===== src/rtl/bp_pkg.sv =====
// Shared types and constants for the branch resolve queue and its storage.
// The entry layout matches what the gshare predictor expects to be replayed.
package bp_pkg;

  localparam int unsigned BP_HISTORY_SIZE = 4;
  localparam logic [31:0] INSTR_BYTES     = 32'd4;

  typedef struct packed {
    logic [31:0]                pc;
    logic                       pred_taken;
    logic [31:0]                pred_target;
    logic [BP_HISTORY_SIZE-1:0] history;
  } entry_t;

  typedef enum logic [0:0] {
    RUN   = 1'b0,
    FLUSH = 1'b1
  } state_e;

  function automatic logic [31:0] actual_next_pc(input logic [31:0] pc,
                                                 input logic        taken,
                                                 input logic [31:0] target);
    logic [31:0] npc;
    if (taken) begin
      npc = target;
    end else begin
      npc = pc + INSTR_BYTES;
    end
    return npc;
  endfunction

endpackage


===== src/rtl/brq_storage.sv =====
// Circular buffer of DEPTH entries with head/tail pointers and occupancy count.
// Clear wins over push/pop; the head entry is always visible on rdata_o.
module brq_storage
  import bp_pkg::*;
#(
  parameter int unsigned DEPTH = 4,
  parameter int unsigned W     = 69
) (
  input  logic                       clk_i,
  input  logic                       reset_ni,
  input  logic                       push_i,
  input  logic                       pop_i,
  input  logic                       clear_i,
  input  logic [W-1:0]               wdata_i,
  output logic [W-1:0]               rdata_o,
  output logic [$clog2(DEPTH):0]     count_o
);

  localparam int unsigned PW = $clog2(DEPTH);
  localparam int unsigned CW = PW + 1;
  localparam logic [PW-1:0] PTR_ONE = {{(PW-1){1'b0}}, 1'b1};
  localparam logic [CW-1:0] CNT_ONE = {{(CW-1){1'b0}}, 1'b1};

  logic [W-1:0]  mem_q [DEPTH];
  logic [PW-1:0] head_q, head_d;
  logic [PW-1:0] tail_q, tail_d;
  logic [CW-1:0] count_q, count_d;

  always_comb begin
    head_d  = head_q;
    tail_d  = tail_q;
    count_d = count_q;
    if (clear_i) begin
      head_d  = {PW{1'b0}};
      tail_d  = {PW{1'b0}};
      count_d = {CW{1'b0}};
    end else begin
      if (push_i) begin
        tail_d = tail_q + PTR_ONE;
      end else begin
        tail_d = tail_q;
      end
      if (pop_i) begin
        head_d = head_q + PTR_ONE;
      end else begin
        head_d = head_q;
      end
      case ({push_i, pop_i})
        2'b10:   count_d = count_q + CNT_ONE;
        2'b01:   count_d = count_q - CNT_ONE;
        default: count_d = count_q;
      endcase
    end
  end

  always_ff @(posedge clk_i) begin
    if (!reset_ni) begin
      head_q  <= {PW{1'b0}};
      tail_q  <= {PW{1'b0}};
      count_q <= {CW{1'b0}};
      for (int i = 0; i < int'(DEPTH); i++) begin
        mem_q[i] <= {W{1'b0}};
      end
    end else begin
      head_q  <= head_d;
      tail_q  <= tail_d;
      count_q <= count_d;
      if (push_i && !clear_i) begin
        mem_q[tail_q] <= wdata_i;
      end
    end
  end

  assign rdata_o = mem_q[head_q];
  assign count_o = count_q;

endmodule


===== src/rtl/branch_resolve_queue.sv =====
// In-order queue of predicted branches: resolves the head against execute's
// outcome, emits a registered training packet and, on mispredict, a flush.
module branch_resolve_queue
  import bp_pkg::*;
#(
  parameter int unsigned DEPTH        = 4,
  parameter int unsigned HISTORY_SIZE = BP_HISTORY_SIZE
) (
  input  logic                       clk_i,
  input  logic                       reset_ni,
  input  logic                       alloc_valid_i,
  output logic                       alloc_ready_o,
  input  logic [31:0]                alloc_pc_i,
  input  logic                       alloc_pred_taken_i,
  input  logic [31:0]                alloc_pred_target_i,
  input  logic [HISTORY_SIZE-1:0]    alloc_history_i,
  input  logic                       resolve_valid_i,
  input  logic                       resolve_taken_i,
  input  logic [31:0]                resolve_target_i,
  output logic                       upd_valid_o,
  output logic                       upd_taken_o,
  output logic [31:0]                upd_next_pc_o,
  output logic [HISTORY_SIZE-1:0]    upd_history_o,
  output logic                       flush_o,
  output logic [31:0]                flush_pc_o,
  output logic [$clog2(DEPTH):0]     count_o,
  output logic                       err_o
);

  localparam int unsigned CW = $clog2(DEPTH) + 1;
  localparam int unsigned EW = 65 + HISTORY_SIZE;
  localparam logic [CW-1:0] DEPTH_C = CW'(DEPTH);

  typedef struct packed {
    logic [31:0]             pc;
    logic                    pred_taken;
    logic [31:0]             pred_target;
    logic [HISTORY_SIZE-1:0] history;
  } brq_entry_t;

  state_e     state_q, state_d;
  brq_entry_t alloc_entry_s, head_entry_s;
  logic [EW-1:0] head_raw_s;
  logic [CW-1:0] count_s;

  logic alloc_fire_s, resolve_fire_s, resolve_empty_s, mispredict_s;
  logic push_s, pop_s, clear_s;
  logic [31:0] actual_npc_s;

  logic                    upd_valid_q, upd_taken_q;
  logic [31:0]             upd_next_pc_q;
  logic [HISTORY_SIZE-1:0] upd_history_q;
  logic                    flush_q;
  logic [31:0]             flush_pc_q;
  logic                    err_q;

  assign alloc_entry_s = '{pc:          alloc_pc_i,
                           pred_taken:  alloc_pred_taken_i,
                           pred_target: alloc_pred_target_i,
                           history:     alloc_history_i};
  assign head_entry_s  = brq_entry_t'(head_raw_s);

  // No bypass: a full queue refuses alloc even while the head is resolving.
  assign alloc_ready_o = reset_ni && (state_q == RUN) && (count_s < DEPTH_C);

  always_comb begin
    state_d         = state_q;
    alloc_fire_s    = 1'b0;
    resolve_fire_s  = 1'b0;
    resolve_empty_s = 1'b0;
    mispredict_s    = 1'b0;
    actual_npc_s    = actual_next_pc(head_entry_s.pc, resolve_taken_i, resolve_target_i);
    case (state_q)
      RUN: begin
        alloc_fire_s    = alloc_valid_i && alloc_ready_o;
        resolve_fire_s  = resolve_valid_i && (count_s != {CW{1'b0}});
        resolve_empty_s = resolve_valid_i && (count_s == {CW{1'b0}});
        mispredict_s    = resolve_fire_s &&
                          ((head_entry_s.pred_taken != resolve_taken_i) ||
                           (resolve_taken_i && (head_entry_s.pred_target != resolve_target_i)));
        if (mispredict_s) begin
          state_d = FLUSH;
        end else begin
          state_d = RUN;
        end
      end
      FLUSH: begin
        state_d = RUN;
      end
      default: begin
        state_d = RUN;
      end
    endcase
  end

  // A mispredict squashes everything younger, including this cycle's alloc.
  assign push_s  = alloc_fire_s && !mispredict_s;
  assign pop_s   = resolve_fire_s;
  assign clear_s = mispredict_s;

  brq_storage #(
    .DEPTH (DEPTH),
    .W     (EW)
  ) u_storage (
    .clk_i    (clk_i),
    .reset_ni (reset_ni),
    .push_i   (push_s),
    .pop_i    (pop_s),
    .clear_i  (clear_s),
    .wdata_i  (EW'(alloc_entry_s)),
    .rdata_o  (head_raw_s),
    .count_o  (count_s)
  );

  always_ff @(posedge clk_i) begin
    if (!reset_ni) begin
      state_q       <= RUN;
      upd_valid_q   <= 1'b0;
      upd_taken_q   <= 1'b0;
      upd_next_pc_q <= 32'h0000_0000;
      upd_history_q <= {HISTORY_SIZE{1'b0}};
      flush_q       <= 1'b0;
      flush_pc_q    <= 32'h0000_0000;
      err_q         <= 1'b0;
    end else begin
      state_q     <= state_d;
      upd_valid_q <= resolve_fire_s;
      flush_q     <= mispredict_s;
      err_q       <= err_q | resolve_empty_s;
      if (resolve_fire_s) begin
        upd_taken_q   <= resolve_taken_i;
        upd_next_pc_q <= actual_npc_s;
        upd_history_q <= head_entry_s.history;
      end
      if (mispredict_s) begin
        flush_pc_q <= actual_npc_s;
      end
    end
  end

  assign upd_valid_o   = upd_valid_q;
  assign upd_taken_o   = upd_taken_q;
  assign upd_next_pc_o = upd_next_pc_q;
  assign upd_history_o = upd_history_q;
  assign flush_o       = flush_q;
  assign flush_pc_o    = flush_pc_q;
  assign count_o       = count_s;
  assign err_o         = err_q;

endmodule


===== config.mk =====
export PLATFORM = sky130hd
export DESIGN_NAME = branch_resolve_queue
export DESIGN_NICKNAME = d
export VERILOG_FILES = /design/src/rtl/bp_pkg.sv /design/src/rtl/brq_storage.sv /design/src/rtl/branch_resolve_queue.sv
export SDC_FILE = /design/constraint.sdc
export NUM_CORES = 1
export LEC_CHECK = 0
export CAP_MARGIN = 10
export CORE_ASPECT_RATIO = 0.9
export CORE_MARGIN = 3
export CORE_UTILIZATION = 57
export CTS_BUF_LIST = sky130_fd_sc_hd__clkbuf_16
export CTS_CLUSTER_SIZE = 24
export DETAILED_ROUTE_END_ITERATION = 10
export PLACE_DENSITY = 0.81
export SYNTH_ARGS = -nofsm -noshare
export SYNTH_HDL_FRONTEND = slang
export SYNTH_SLANG_ARGS = --single-unit

===== constraint.sdc =====
create_clock -name clk_i -period 12.6 [get_ports clk_i]
set_clock_uncertainty 0.15 [all_clocks]
set_input_delay 2.52 -clock clk_i [delete_from_list [all_inputs] [get_ports clk_i]]
set_output_delay 2.52 -clock clk_i [all_outputs]
set_load 0.02 [all_outputs]

==> impl_metrics.json <==
{
  "status": "finished clean",
  "finalCritPeriodShare_pct": 54.7,
  "holdBufCountCts": 0,
  "rsz0062_at_grt": "no",
  "area_growth_pct": 19.0,
  "worstSetupPathType": "input pin to flip-flop",
  "syn_avg_cell_area_sq_um": 12.1,
  "insertion_delay_ns": 0.53,
  "die_area_sq_um": 30900,
  "ios": 182,
  "tns_ns": 0,
  "dp_hpwl_um": 27200,
  "async_reset_ff_share_pct": 0,
  "cts.clk_slew.worst_paths_ns": 0.06,
  "crit_required_ns": 12.60,
  "drc_errors": 0,
  "root_buffer": "clkbuf_16",
  "grt.total_usage_pct": 27.5,
  "yosysWarnings": 0,
  "tightest_slew_ns": 1.08,
  "grtUsageMet1_pct": 39.4,
  "grt_pass1_wl_um": 64900,
  "maxSlewViolCount": 0,
  "max_freq_mhz": 145,
  "min_from": "upd_taken_o$_SDFFE_PN0P_",
  "reg2reg_to": "u_storage.mem_q[1][13]$_SDFFCE_PN0P_",
  "fp.dieW_um": 185,
  "regArea_sq_um": 9920,
  "core_area_sq_um": 28200,
  "crit_arrival_ns": 6.89,
  "whs_endpoint": "upd_taken_o$_SDFFE_PN0P_",
  "wl_per_cell_um": 22.9,
  "grt_util_met2_pct": 45.1,
  "clock_path_buffers": 3,
  "hold_viol": 0,
  "overflow": 0,
  "hold_class": "flip-flop to flip-flop",
  "grt_pass1_vias": 11040,
  "vias_per_cell": 6.08,
  "placed_area_sq_um": 18400,
  "finalWirelength_um": 43100,
  "drive_gt1_share_pct": 9.16,
  "dr.pass1.iters": 6,
  "rows": 58,
  "final_util_pct": 69.5,
  "crit_fanout": 59,
  "cts_inserted_buffers": 38,
  "synth_top_flop_cell": "edfxtp_1",
  "multi_input_area_sq_um": 5760,
  "p_total_w": 0.00351,
  "finalSetupViolCount": 0,
  "powerDensity_nw_per_um2": 179,
  "cts_max_level": 2,
  "regToRegSetupSlack_ns": 6.95,
  "syn_area_sq_um": 16400,
  "synth.yosys.seq_area_share_pct": 60.3,
  "syn_inst": 1357,
  "synth_fp_nets": 1466,
  "fin_area_sq_um": 19600,
  "drv_cap": 0,
  "dp_slack_ns": 5.26,
  "cts_sinks": 357,
  "start_util_pct": 58.4,
  "end_kind": "flip-flop",
  "final.setup.worst_slack_ns": 5.71,
  "hold_depth": 2,
  "fin_nets": 1598,
  "cts_resized": 0,
  "min_period_ns": 6.89,
  "fillers": 2006,
  "grt_max_degree": 227,
  "start_kind": "input pin",
  "ys_ff_latch": 357,
  "grt.busiest_layer": "met2",
  "vdd_ir_drop_max_v": 0.0000898,
  "dieHeight_um": 167,
  "maxSlewHeadroom_pct": 27.8,
  "io_buffers": 181,
  "antenna_found_initial": 0,
  "gp_congestion": 0.922,
  "postCtsSetupRepairBufs": 0,
  "layout_common_cells": "276 x edfxtp_1, 215 x nor3_1, 179 x clkdlybuf4s50_1",
  "synth_edf_count": 276,
  "r2r_cells": 10,
  "use_met3_pct": 3.95,
  "cp-startpoint": "resolve_taken_i",
  "leakage_nw": 7.05,
  "cts_tree": "yes",
  "route.vias.total": 11415,
  "netlist-cell-type-count": 58,
  "drtIter0Drc": 1225,
  "drtAntennaViolNets": 0,
  "final_common_cell": "edfxtp_1"
}
worst max-delay path, cell delays in order:
cell and delay [ns]:
buf_2 0.08, buf_4 0.46, inv_1 0.48, or4_1 0.62, a2111oi_1 0.53, and3_1 0.24
a22oi_2 0.08, buf_4 0.33, o21ai_4 0.66, buf_4 0.74
logic make-up after synthesis:
kind of cell    after synthesis  synth area share [%]
compound gates              102                  3.87
xor+xnor                     57                  3.04
fa+ha+maj                     3                 0.274
buf+inv                     185                  5.03
flops                       357                  60.3
mux                         124                  12.1
simple gates                529                  15.4
per-stage QoR:
step	hold slack, ns	std cells
floorplan	0.383	1357
global placement	0.293	1809
detailed placement	0.298	1809
CTS	0.306	1878
global route	0.319	1878
finish	0.303	1879
metal layers:
layer,vias up,wire length (um)
li1,5213,-
met1,5508,17500
met2,612,20900
met3,82,3480
met4,0,1160
met5,-,0
synth_stat cells (all sizes together), types with 2 or more instances:
library cell	count	share of area, %
o21ai	21	0.64
xnor2	20	1.1
edfxtp	276	50
a31oi	3	0.11
nor3	215	6.5
a22oi	2	0.091
o211ai	19	0.87
nor3b	4	0.18
nand4	8	0.34
or4	3	0.14
dfxtp	81	9.9
and4	3	0.16
a2111oi	4	0.22
mux4	57	8.0
and2	10	0.38
nand3	15	0.53
xor2	37	2.0
nor4	10	0.42
nand3b	3	0.14
nand2	128	2.9
a211oi	3	0.14
nor2	87	2.0
nand2b	19	0.72
a2bb2oi	5	0.27
mux2i	64	3.9
and3	14	0.53
ha	2	0.15
a21oi	37	1.1
clkbuf	61	1.4
buf	45	1.8
or3	3	0.11
mux2	3	0.21
inv	79	1.8
or2	2	0.076
flip-flops by register name (all words and copies together), names as in the netlist, named ones only:
signal             count
flush_pc_o            32
err_o                  1
u_storage.mem_q      276
upd_history_o          4
state_q                1
u_storage.head_q       2
upd_valid_o            1
u_storage.count_o      3
upd_taken_o            1
upd_next_pc_o         32
u_storage.tail_q       2
area by class of cell:
cell class	instances	area share (%)
clock inverters	28	0.870
diodes	1	0.0128
flip-flops and latches	357	50.7
multi-input cells	815	29.5
inverters	79	1.52
well taps	360	2.30
repair buffers	198	9.92
clock buffers	41	5.24
how the worst max path moves through the flow:
stage / to / slack, ns / cells past startpoint
after floorplan: u_storage.mem_q[0][0]$_SDFFCE_PN0P_ / 2.83 / 8
after global placement: u_storage.mem_q[0][48]$_SDFFCE_PN0P_ / 5.31 / 10
after detailed placement: u_storage.mem_q[1][38]$_SDFFCE_PN0P_ / 5.26 / 10
after CTS: u_storage.mem_q[1][41]$_SDFFCE_PN0P_ / 5.79 / 10
after global routing: u_storage.mem_q[1][50]$_SDFFCE_PN0P_ / 5.43 / 10
final: u_storage.mem_q[1][13]$_SDFFCE_PN0P_ / 5.71 / 10
power breakdown:
group	total, W	switching, W	internal, W
clock network	0.00108	0.000450	0.000625
registers	0.00151	0.0000878	0.00143
logic	0.000919	0.000552	0.000368
total	0.00351	0.00109	0.00242
Note: power is estimated with default switching activity, not from simulation.
==> variant, RTL diff (config.mk and constraints unchanged) <==
Change the package constant `BP_HISTORY_SIZE` from 4 to 8.
--- a/src/rtl/bp_pkg.sv
+++ b/src/rtl/bp_pkg.sv
@@ -3,5 +3,5 @@
 package bp_pkg;
 
-  localparam int unsigned BP_HISTORY_SIZE = 4;
+  localparam int unsigned BP_HISTORY_SIZE = 8;
   localparam logic [31:0] INSTR_BYTES     = 32'd4;
 
Interface: changed (resized alloc_history_i and upd_history_o); port bits go from 182 to 190. No check against the original RTL was run, so the function may have changed too.
==> variant against the original RTL <==
  * Design area grew 4.9%
  * Count of clock-buffer cells in the layout grew 1
  * Sequential power grew 6%
  * Area after synthesis grew 4.6%
  * Global-route usage shrank 0.24 points
  * Sequential cell count grew 20
  * Routed wire length grew 4.3%
  * Total power grew 2.9%
  * Register-to-register slack lost 1.2 ns
  * Setup slack lost 0.55 ns
  * Critical endpoint is now alloc_ready_o
==> variant: results (changes against the original RTL) <==
route:
  met2_length_um: 21400  # +2.2%
  met1_length_um: 18100  # +3.0%
  first_iter_violations: 1454  # +19%
  wl_met3_um: 4150  # +19%
  vias: 11572  # +1.4%
power:
  p_clk_frac: 0.296  # -0.010
  peakVddDrop_v: 0.000155  # +72%
  p_int_mw: 2.52  # +4.2%
sta:
  slew_headroom: 0.194  # -0.0838
placed_design:
  post-place-ws_ns: 4.66  # -0.601 ns
  gp_congestion: 0.933  # +1.2%
cells_and_area:
  final_cells: 1889  # +0.53%
  nNetsFinal: 1577  # -1.3%
  layout-drive-gt1-share: 0.100  # +0.00890
  multi_input_gates: 827  # +1.5%
  inverters: 13  # -84%
  fill_cells: 2009  # +0.15%
  clock_area_frac: 0.0579  # -0.00320
  clkbuf_count: 42  # +2.4%
  syn2layout_area_growth_pct: 19.3
  n_all_buffers: 206  # +4.0%
synth:
  ys_seq_area_frac: 0.609  # +0.00607
  synth.net_count: 1426  # -2.7%
  synth_cells: 1313  # -3.2%
  synthTopCellsByArea: "edfxtp_1 (51%), dfxtp_1 (9.9%), and2_1 (8.0%), mux4_2 (8.0%), and3_1 (2.7%)"
  synthTopCellsByCount: "edfxtp_1 (292), and2_1 (221), nand2_1 (87), dfxtp_1 (85), and3_1 (74)"
  ys_types: 60  # +3.4%
global_route:
  use_met2: 0.446  # -0.00559
  grt_use_total: 0.273  # -0.00237
  met1_usage: 0.380  # -0.0141
  grt_max_degree: 103  # -55%
status:
  outcome: "complete, no violations"
clock_tree:
  clock_sinks: 377  # +5.6%
critical_path:
  cp_data_arrival_time_ns: 4.77  # -2.12 ns
## variant: worst paths after layout
kind	startpoint	cells after the start	end	slack [ns]
hold reg to reg	upd_taken_o	2	upd_taken_o	0.30
setup / recovery	reset_ni	4	alloc_ready_o	5.16
setup reg to reg	flip-flop	9	u_storage.mem_q[1][16]	5.76
hold / removal	upd_taken_o	2	upd_taken_o	0.30
## variant: worst max-delay path, stage by stage
cell	delay, ns
clkdlybuf4s50_1	1.11
inv_2	0.07
nor3_1	0.36
clkdlybuf4s50_1	0.69
## variant: kinds of logic after synthesis
| family | after synthesis | synth area share |
|---|---|---|
| AO/OA/AOI/OAI | 159 | 0.0586 |
| XOR/XNOR | 54 | 0.0275 |
| flip-flops | 377 | 0.609 |
| buffers and inverters | 109 | 0.0295 |
| adder cells (fa/ha/maj) | 3 | 0.00262 |
| AND/OR/NAND/NOR | 513 | 0.170 |
| multiplexers | 98 | 0.103 |
